[config.mk]
export PLATFORM = sky130hd
export DESIGN_NAME = mips_multi_cycle
export DESIGN_NICKNAME = d
export VERILOG_FILES = /design/src/rtl/mips_multi_cycle.sv
export SDC_FILE = /design/constraint.sdc
export NUM_CORES = 2
export LEC_CHECK = 0
export ABC_AREA = 1
export BUFFER_PORTS_ARGS = -buffer_cell sky130_fd_sc_hd__buf_2
export CORE_AREA = 2 2 449 451
export DETAILED_ROUTE_END_ITERATION = 6
export DIE_AREA = 0 0 451 453
export GPL_ROUTABILITY_DRIVEN = 1
export PLACE_DENSITY = 0.54
export SLEW_MARGIN = 5
export SYNTH_ARGS = -nofsm -noshare
export SYNTH_HDL_FRONTEND = slang
export SYNTH_SLANG_ARGS = --single-unit
[constraint.sdc]
create_clock -name clk -period 4.1 [get_ports clk]
set_clock_uncertainty 0.1 [all_clocks]
set_input_delay 0.82 -clock clk [delete_from_list [all_inputs] [get_ports clk]]
set_output_delay 0.82 -clock clk [all_outputs]
set_load 0.02 [all_outputs]
[src/rtl/mips_multi_cycle.sv]
// Multi-cycle MIPS-I subset core with one shared req/ready memory port and precise exceptions.
// Optional performance counters are enabled by defining MC_MIPS_PERF_COUNTERS_EN.
module mips_multi_cycle #(
    parameter logic [31:0] RESET_PC   = 32'h0000_0000,
    parameter logic [31:0] EXC_VECTOR = 32'h8000_0180,
    parameter int unsigned ADDR_WIDTH = 32
) (
    input  logic                  clk,
    input  logic                  reset,
    input  logic                  enable,
    output logic                  mem_req,
    output logic                  mem_we,
    output logic [ADDR_WIDTH-1:0] mem_addr,
    output logic [31:0]           mem_wdata,
    input  logic [31:0]           mem_rdata,
    input  logic                  mem_ready,
    output logic [31:0]           pc,
    output logic [31:0]           epc,
    output logic [4:0]            cause,
    output logic                  exc_pulse
`ifdef MC_MIPS_PERF_COUNTERS_EN
    ,
    output logic [31:0]           cycle_cnt,
    output logic [31:0]           instret_cnt
`endif
);

    localparam logic [2:0] S_FETCH     = 3'd0;
    localparam logic [2:0] S_DECODE    = 3'd1;
    localparam logic [2:0] S_EXECUTE   = 3'd2;
    localparam logic [2:0] S_MEM       = 3'd3;
    localparam logic [2:0] S_WRITEBACK = 3'd4;
    localparam logic [2:0] S_EXCEPTION = 3'd5;

    localparam logic [5:0] OP_RTYPE = 6'h00;
    localparam logic [5:0] OP_J     = 6'h02;
    localparam logic [5:0] OP_BEQ   = 6'h04;
    localparam logic [5:0] OP_BNE   = 6'h05;
    localparam logic [5:0] OP_ADDI  = 6'h08;
    localparam logic [5:0] OP_LW    = 6'h23;
    localparam logic [5:0] OP_SW    = 6'h2B;

    localparam logic [5:0] FN_ADD = 6'h20;
    localparam logic [5:0] FN_SUB = 6'h22;
    localparam logic [5:0] FN_AND = 6'h24;
    localparam logic [5:0] FN_OR  = 6'h25;
    localparam logic [5:0] FN_SLT = 6'h2A;

    localparam logic [4:0] EXC_ADEL = 5'd4;
    localparam logic [4:0] EXC_ADES = 5'd5;
    localparam logic [4:0] EXC_RI   = 5'd10;
    localparam logic [4:0] EXC_OV   = 5'd12;

    logic [2:0]  state_q, state_d;
    logic [31:0] pc_q, pc_d, ipc_q, ipc_d, ir_q, ir_d;
    logic [31:0] a_q, a_d, b_q, b_d, aluout_q, aluout_d, mdr_q, mdr_d;
    logic [31:0] epc_q, epc_d;
    logic [4:0]  cause_q, cause_d, exc_code_q, exc_code_d;
    logic        mem_req_q, mem_req_d, mem_we_q, mem_we_d, exc_pulse_q, exc_pulse_d;
    logic [31:0] mem_addr_q, mem_addr_d, mem_wdata_q, mem_wdata_d;
    logic [31:0] regs_q [32];
    logic [31:0] regs_d [32];

    logic [5:0]  opcode, funct;
    logic [4:0]  rs, rt, rd, wb_addr;
    logic [31:0] sext_imm, a_plus_imm, a_plus_b, a_minus_b, wb_data;
    logic [31:0] alu_result;
    logic        alu_ovf, insn_valid;

    assign opcode     = ir_q[31:26];
    assign rs         = ir_q[25:21];
    assign rt         = ir_q[20:16];
    assign rd         = ir_q[15:11];
    assign funct      = ir_q[5:0];
    assign sext_imm   = {{16{ir_q[15]}}, ir_q[15:0]};
    assign a_plus_imm = a_q + sext_imm;
    assign a_plus_b   = a_q + b_q;
    assign a_minus_b  = a_q - b_q;
    assign wb_addr    = (opcode == OP_RTYPE) ? rd : rt;
    assign wb_data    = (opcode == OP_LW) ? mdr_q : aluout_q;

    always_comb begin
        case (opcode)
            OP_RTYPE: insn_valid = funct inside {FN_ADD, FN_SUB, FN_AND, FN_OR, FN_SLT};
            OP_J, OP_BEQ, OP_BNE, OP_ADDI, OP_LW, OP_SW: insn_valid = 1'b1;
            default:  insn_valid = 1'b0;
        endcase
    end

    always_comb begin
        alu_result = '0;
        alu_ovf    = 1'b0;
        if (opcode == OP_ADDI) begin
            alu_result = a_plus_imm;
            alu_ovf    = (a_q[31] == sext_imm[31]) && (a_plus_imm[31] != a_q[31]);
        end else begin
            case (funct)
                FN_ADD: begin
                    alu_result = a_plus_b;
                    alu_ovf    = (a_q[31] == b_q[31]) && (a_plus_b[31] != a_q[31]);
                end
                FN_SUB: begin
                    alu_result = a_minus_b;
                    alu_ovf    = (a_q[31] != b_q[31]) && (a_minus_b[31] != a_q[31]);
                end
                FN_AND:  alu_result = a_q & b_q;
                FN_OR:   alu_result = a_q | b_q;
                FN_SLT:  alu_result = {31'd0, $signed(a_q) < $signed(b_q)};
                default: alu_result = '0;
            endcase
        end
    end

    always_comb begin
        state_d     = state_q;
        pc_d        = pc_q;
        ipc_d       = ipc_q;
        ir_d        = ir_q;
        a_d         = a_q;
        b_d         = b_q;
        aluout_d    = aluout_q;
        mdr_d       = mdr_q;
        epc_d       = epc_q;
        cause_d     = cause_q;
        exc_code_d  = exc_code_q;
        mem_req_d   = mem_req_q;
        mem_we_d    = mem_we_q;
        mem_addr_d  = mem_addr_q;
        mem_wdata_d = mem_wdata_q;
        exc_pulse_d = exc_pulse_q;
        for (int unsigned i = 0; i < 32; i++) regs_d[i] = regs_q[i];

        if (enable) begin
            case (state_q)
                S_FETCH: begin
                    // First FETCH after reset has no request yet; raise it here.
                    if (!mem_req_q) begin
                        mem_req_d  = 1'b1;
                        mem_we_d   = 1'b0;
                        mem_addr_d = pc_q;
                    end else if (mem_ready) begin
                        ir_d      = mem_rdata;
                        ipc_d     = pc_q;
                        pc_d      = pc_q + 32'd4;
                        mem_req_d = 1'b0;
                        state_d   = S_DECODE;
                    end
                end
                S_DECODE: begin
                    a_d      = regs_q[rs];
                    b_d      = regs_q[rt];
                    aluout_d = pc_q + {sext_imm[29:0], 2'b00};
                    if (!insn_valid) begin
                        exc_code_d = EXC_RI;
                        state_d    = S_EXCEPTION;
                    end else if (opcode == OP_J) begin
                        pc_d    = {pc_q[31:28], ir_q[25:0], 2'b00};
                        state_d = S_FETCH;
                    end else begin
                        state_d = S_EXECUTE;
                    end
                end
                S_EXECUTE: begin
                    case (opcode)
                        OP_RTYPE, OP_ADDI: begin
                            aluout_d = alu_result;
                            if (alu_ovf) begin
                                exc_code_d = EXC_OV;
                                state_d    = S_EXCEPTION;
                            end else begin
                                state_d = S_WRITEBACK;
                            end
                        end
                        OP_BEQ, OP_BNE: begin
                            if ((a_q == b_q) == (opcode == OP_BEQ)) pc_d = aluout_q;
                            state_d = S_FETCH;
                        end
                        OP_LW, OP_SW: begin
                            aluout_d = a_plus_imm;
                            if (a_plus_imm[1:0] != 2'b00) begin
                                exc_code_d = (opcode == OP_LW) ? EXC_ADEL : EXC_ADES;
                                state_d    = S_EXCEPTION;
                            end else begin
                                state_d = S_MEM;
                            end
                        end
                        default: begin
                            exc_code_d = EXC_RI;
                            state_d    = S_EXCEPTION;
                        end
                    endcase
                end
                S_MEM: begin
                    if (mem_ready) begin
                        mem_req_d = 1'b0;
                        if (opcode == OP_LW) begin
                            mdr_d   = mem_rdata;
                            state_d = S_WRITEBACK;
                        end else begin
                            state_d = S_FETCH;
                        end
                    end
                end
                S_WRITEBACK: begin
                    if (wb_addr != 5'd0) regs_d[wb_addr] = wb_data;
                    state_d = S_FETCH;
                end
                S_EXCEPTION: begin
                    epc_d   = ipc_q;
                    cause_d = exc_code_q;
                    pc_d    = EXC_VECTOR;
                    state_d = S_FETCH;
                end
                default: state_d = S_FETCH;
            endcase

            // Requests are launched from the registered port on entry, so the address is stable from cycle one.
            if (state_d != state_q) begin
                if (state_d == S_FETCH) begin
                    mem_req_d  = 1'b1;
                    mem_we_d   = 1'b0;
                    mem_addr_d = pc_d;
                end else if (state_d == S_MEM) begin
                    mem_req_d   = 1'b1;
                    mem_we_d    = (opcode == OP_SW);
                    mem_addr_d  = aluout_d;
                    mem_wdata_d = b_q;
                end
            end
            exc_pulse_d = (state_d == S_EXCEPTION);
        end
    end

    always_ff @(posedge clk) begin
        if (!reset) begin
            state_q     <= S_FETCH;
            pc_q        <= RESET_PC;
            ipc_q       <= '0;
            ir_q        <= '0;
            a_q         <= '0;
            b_q         <= '0;
            aluout_q    <= '0;
            mdr_q       <= '0;
            epc_q       <= '0;
            cause_q     <= '0;
            exc_code_q  <= '0;
            mem_req_q   <= 1'b0;
            mem_we_q    <= 1'b0;
            mem_addr_q  <= '0;
            mem_wdata_q <= '0;
            exc_pulse_q <= 1'b0;
            for (int unsigned i = 0; i < 32; i++) regs_q[i] <= '0;
        end else begin
            state_q     <= state_d;
            pc_q        <= pc_d;
            ipc_q       <= ipc_d;
            ir_q        <= ir_d;
            a_q         <= a_d;
            b_q         <= b_d;
            aluout_q    <= aluout_d;
            mdr_q       <= mdr_d;
            epc_q       <= epc_d;
            cause_q     <= cause_d;
            exc_code_q  <= exc_code_d;
            mem_req_q   <= mem_req_d;
            mem_we_q    <= mem_we_d;
            mem_addr_q  <= mem_addr_d;
            mem_wdata_q <= mem_wdata_d;
            exc_pulse_q <= exc_pulse_d;
            for (int unsigned i = 0; i < 32; i++) regs_q[i] <= regs_d[i];
        end
    end

    assign mem_req   = mem_req_q;
    assign mem_we    = mem_we_q;
    assign mem_addr  = mem_addr_q[ADDR_WIDTH-1:0];
    assign mem_wdata = mem_wdata_q;
    assign pc        = pc_q;
    assign epc       = epc_q;
    assign cause     = cause_q;
    assign exc_pulse = exc_pulse_q;

`ifdef MC_MIPS_PERF_COUNTERS_EN
    logic [31:0] cycle_cnt_q, cycle_cnt_d, instret_cnt_q, instret_cnt_d;

    always_comb begin
        cycle_cnt_d   = cycle_cnt_q;
        instret_cnt_d = instret_cnt_q;
        if (enable) begin
            cycle_cnt_d = cycle_cnt_q + 32'd1;
            if (state_d == S_FETCH && state_q inside {S_DECODE, S_EXECUTE, S_MEM, S_WRITEBACK})
                instret_cnt_d = instret_cnt_q + 32'd1;
        end
    end

    always_ff @(posedge clk) begin
        if (!reset) begin
            cycle_cnt_q   <= '0;
            instret_cnt_q <= '0;
        end else begin
            cycle_cnt_q   <= cycle_cnt_d;
            instret_cnt_q <= instret_cnt_d;
        end
    end

    assign cycle_cnt   = cycle_cnt_q;
    assign instret_cnt = instret_cnt_q;
`endif

endmodule

==> run summary <==
status: complete, but fails checks
failing checks: DRC
largest net degree at the start of global routing: 164
final-report max-slew violation count: 0
Total Negative Setup Slacks: 0 ns
global-route wire length before repair: 602,000 um
Post-DRT Antenna Nets: 0
count leader, synth: o21ai_0
Power Density: 388 nW/um2
YS warnings: 0
H-tree Lvls: 4
Mapped Avg Cell Area: 6.46 um2
sw frac: 0.324
Yosys reg bits: 1,358
# IOs: 172
clk buf depth: 3
area of the multi-input gates: 43,800 um2
HPWL after DPL: 291,000 um
final WL: 425,000 um
Crit path largest cell delay: 0.77 ns
vias in the first global route: 82.4k
Pre-Repair DR Iteration Count: 7
top layer used by detailed routing: met5
top cells by area, synth: dfxtp_1, o21ai_0, a21oi_1, nand2_1, inv_1
TritonCTS Buffers: 164
row count: 164
Pleak: 35.1 nW
Commonest cells post-synth: o21ai_0, a21oi_1, nand2_1, dfxtp_1, inv_1
GPL Wtd Cong: 0.996
via count: 91.6k
Hold Fails Final Rpt: 0
Psw: 11.5 mW
reg-to-reg endpoint: mem_addr[30]
worst skew pair latency: 0.86 ns
Tmin final: 3.92 ns
MaxCap Viol Count: 0
Final #Nets: 12.4k
EDFF count, synth: 0
Clk pwr share: 0.433
worst setup path class: flop to flop
metal3 WL: 40,800 um
Vias per Instance: 6.10
fin crit share: 0.957
total global-route track usage: 0.399
DP Worst Slack: 0.142 ns
Worst Path Max Fanout: 4
Hold WC Path Type: input port to flop
die height: 453 um
Util after Layout: 0.458
total gr overflow: 0
fillers: 20.9k
crit-path cells: ha_1 > nand2_1 > o21ai_0 > a21oi_1 > o21ai_0 > nand3_1 > nand2_1 > a21oi_1 > a21oi_1 > nand3_1 > nand2_1 > nor2_1 > nor2_1 > nor2_1
die footprint: 204,000 um2
starting density of the core: 0.399
RSZ-0062 raised after global routing: no
critical path required time: 4.70 ns
synthesized instance count: 12.3k
Top FF cell, synth: dfxtp_1
combinational power share: 0.182
top-area cell type share of the netlist area: 0.342
Worst slew margin: 0.120
crit end category: flop
Power, Total: 35.4 mW
min-delay src: mem_rdata[20]
Least-Margin Pin Slew: 1.31 ns
core area: 199,000 um2
post-synth top area cell: dfxtp_1
Int Pwr: 23.9 mW
setup violators final: 0
DRC viols: 1
1st-iter DRT viols: 12.4k
Seq. cell area: 27,200 um2
clk root buf: clkbuf_16
Synth cell types: 54
crit start category: flop
wl on met1: 179,000 um
IO Port Bufs: 170
worst r2r src: ir_q[6]
R2R depth: 14
R2R Setup Slk: 0.18 ns
Die X: 451 um
cts hold-fix bufs: 0
Crit-path slowest cell: o21ai_0
achievable frequency: 255 MHz
Sequential Power Share: 0.385
CP endpoint: mem_addr[30]
CTS tree: done
Largest Register: regs_q
Clock transition at path regs: 0.06 ns
Worst Setup Slack, final: 0.175 ns
Largest register FFs: 1,024
fraction of registers with async set/reset: 0
crit path DAT: 4.52 ns
layout cells sized above 1: 0.0979
post-synthesis sequential area ratio: 0.342
routed wl met2: 181,000 um
peak supply drop: 0.423 mV
CTS sink count: 1,358
mapped cell area: 79,500 um2
syn nets: 12.5k
initial antenna violation count: 37
Area Overhead vs Synth: 14.8%
WL per Instance: 28.3 um
Critical Path Source: ir_q[6]
## cells in the final DEF, fill, tap and decap left out, types with 14 or more instances in the layout
cell       instances
o32ai_1           45
nor2_4            14
o21bai_1          21
a211oi_1         163
o21ai_0         2475
dfxtp_1         1348
o22ai_1           59
a21oi_1         1978
buf_12            96
nand4_1           97
o211ai_1          25
nand3_1          418
or2_2             23
ha_1             156
clkbuf_16        166
nor3_1            51
nand2_2           29
a221oi_1         172
clkbuf_1          40
o21ai_2           22
o21ai_1           34
buf_4            523
buf_2            168
clkinv_2          23
inv_2             27
nor2_1          1050
clkbuf_8          35
xor2_1            16
inv_1           1158
o221ai_1          53
nand2_1         1676
## how the worst min path moves through the flow
stage               depth (start not counted)  slack (ns)      endpoint
finish                                      3        0.19     mdr_q[20]
global route                                3        0.20     mdr_q[17]
CTS                                         3        0.15     mdr_q[20]
detailed placement                          2        0.32  regs_q[0][0]
global placement                            2        0.31  regs_q[0][0]
floorplan                                   2        0.31  regs_q[0][0]
## area by class of cell
type / instances / share of cell area
clock buffers: 241 / 0.0525
well taps: 2656 / 0.0364
clock inverters: 48 / 0.00818
repair buffers: 789 / 0.0736
multi-input cells: 8700 / 0.480
flip-flops and latches: 1358 / 0.298
inverters: 1204 / 0.0501
diodes: 13 / 0.000357
## layer usage
| metal | GRT usage | vias up |
|---|---|---|
| li1 | - | 41721 |
| met1 | 0.539 | 43611 |
| met2 | 0.605 | 5151 |
| met3 | 0.0766 | 1089 |
| met4 | 0.200 | 28 |
| met5 | 0 | - |
## metrics by stage
| stage | hold WS (ns) | instance area (um2) | instances |
|---|---|---|---|
| after CTS | 0.152 | 91100 | 14994 |
| final | 0.194 | 91200 | 15009 |
| after global routing | 0.195 | 91200 | 14997 |
| after global placement | 0.315 | 85600 | 14705 |
| after floorplan | 0.307 | 79500 | 12308 |
| after detailed placement | 0.316 | 85600 | 14705 |
## power by group through the flow
stage,registers (mW),logic [mW],clock network (mW)
final,13.6,6.45,15.3
after global routing,13.6,6.83,15.9
after CTS,13.6,6.24,15.5
after detailed placement,13.9,6.22,0
after global placement,13.9,6.24,0
after floorplan,13.9,3.31,0
## kinds of logic (layout without fill, tap and decap cells)
kind of cell | count (synthesis) | after routing | synth area share
simple gates | 3407 | 3407 | 0.175
compound gates | 5115 | 5115 | 0.346
flops | 1358 | 1358 | 0.342
buf+inv | 2250 | 2282 | 0.109
other cells | 1 | 14 | 0.0000472
fa+ha+maj | 161 | 161 | 0.0257
xor+xnor | 16 | 16 | 0.00176
## critical path: cells and delay by family, from the launching register on
kind,cells,cell delay [ns]
AO/OA/AOI/OAI,5,1.71
adder cells (fa/ha/maj),1,0.43
AND/OR/NAND/NOR,8,1.10
flip-flops,1,0.45
## repair_timing
action,in CTS,in global routing
setup endpoints to repair,0,58
resized for setup,0,12
buffers inserted,0,2
Note: power is estimated with default switching activity, not from simulation.
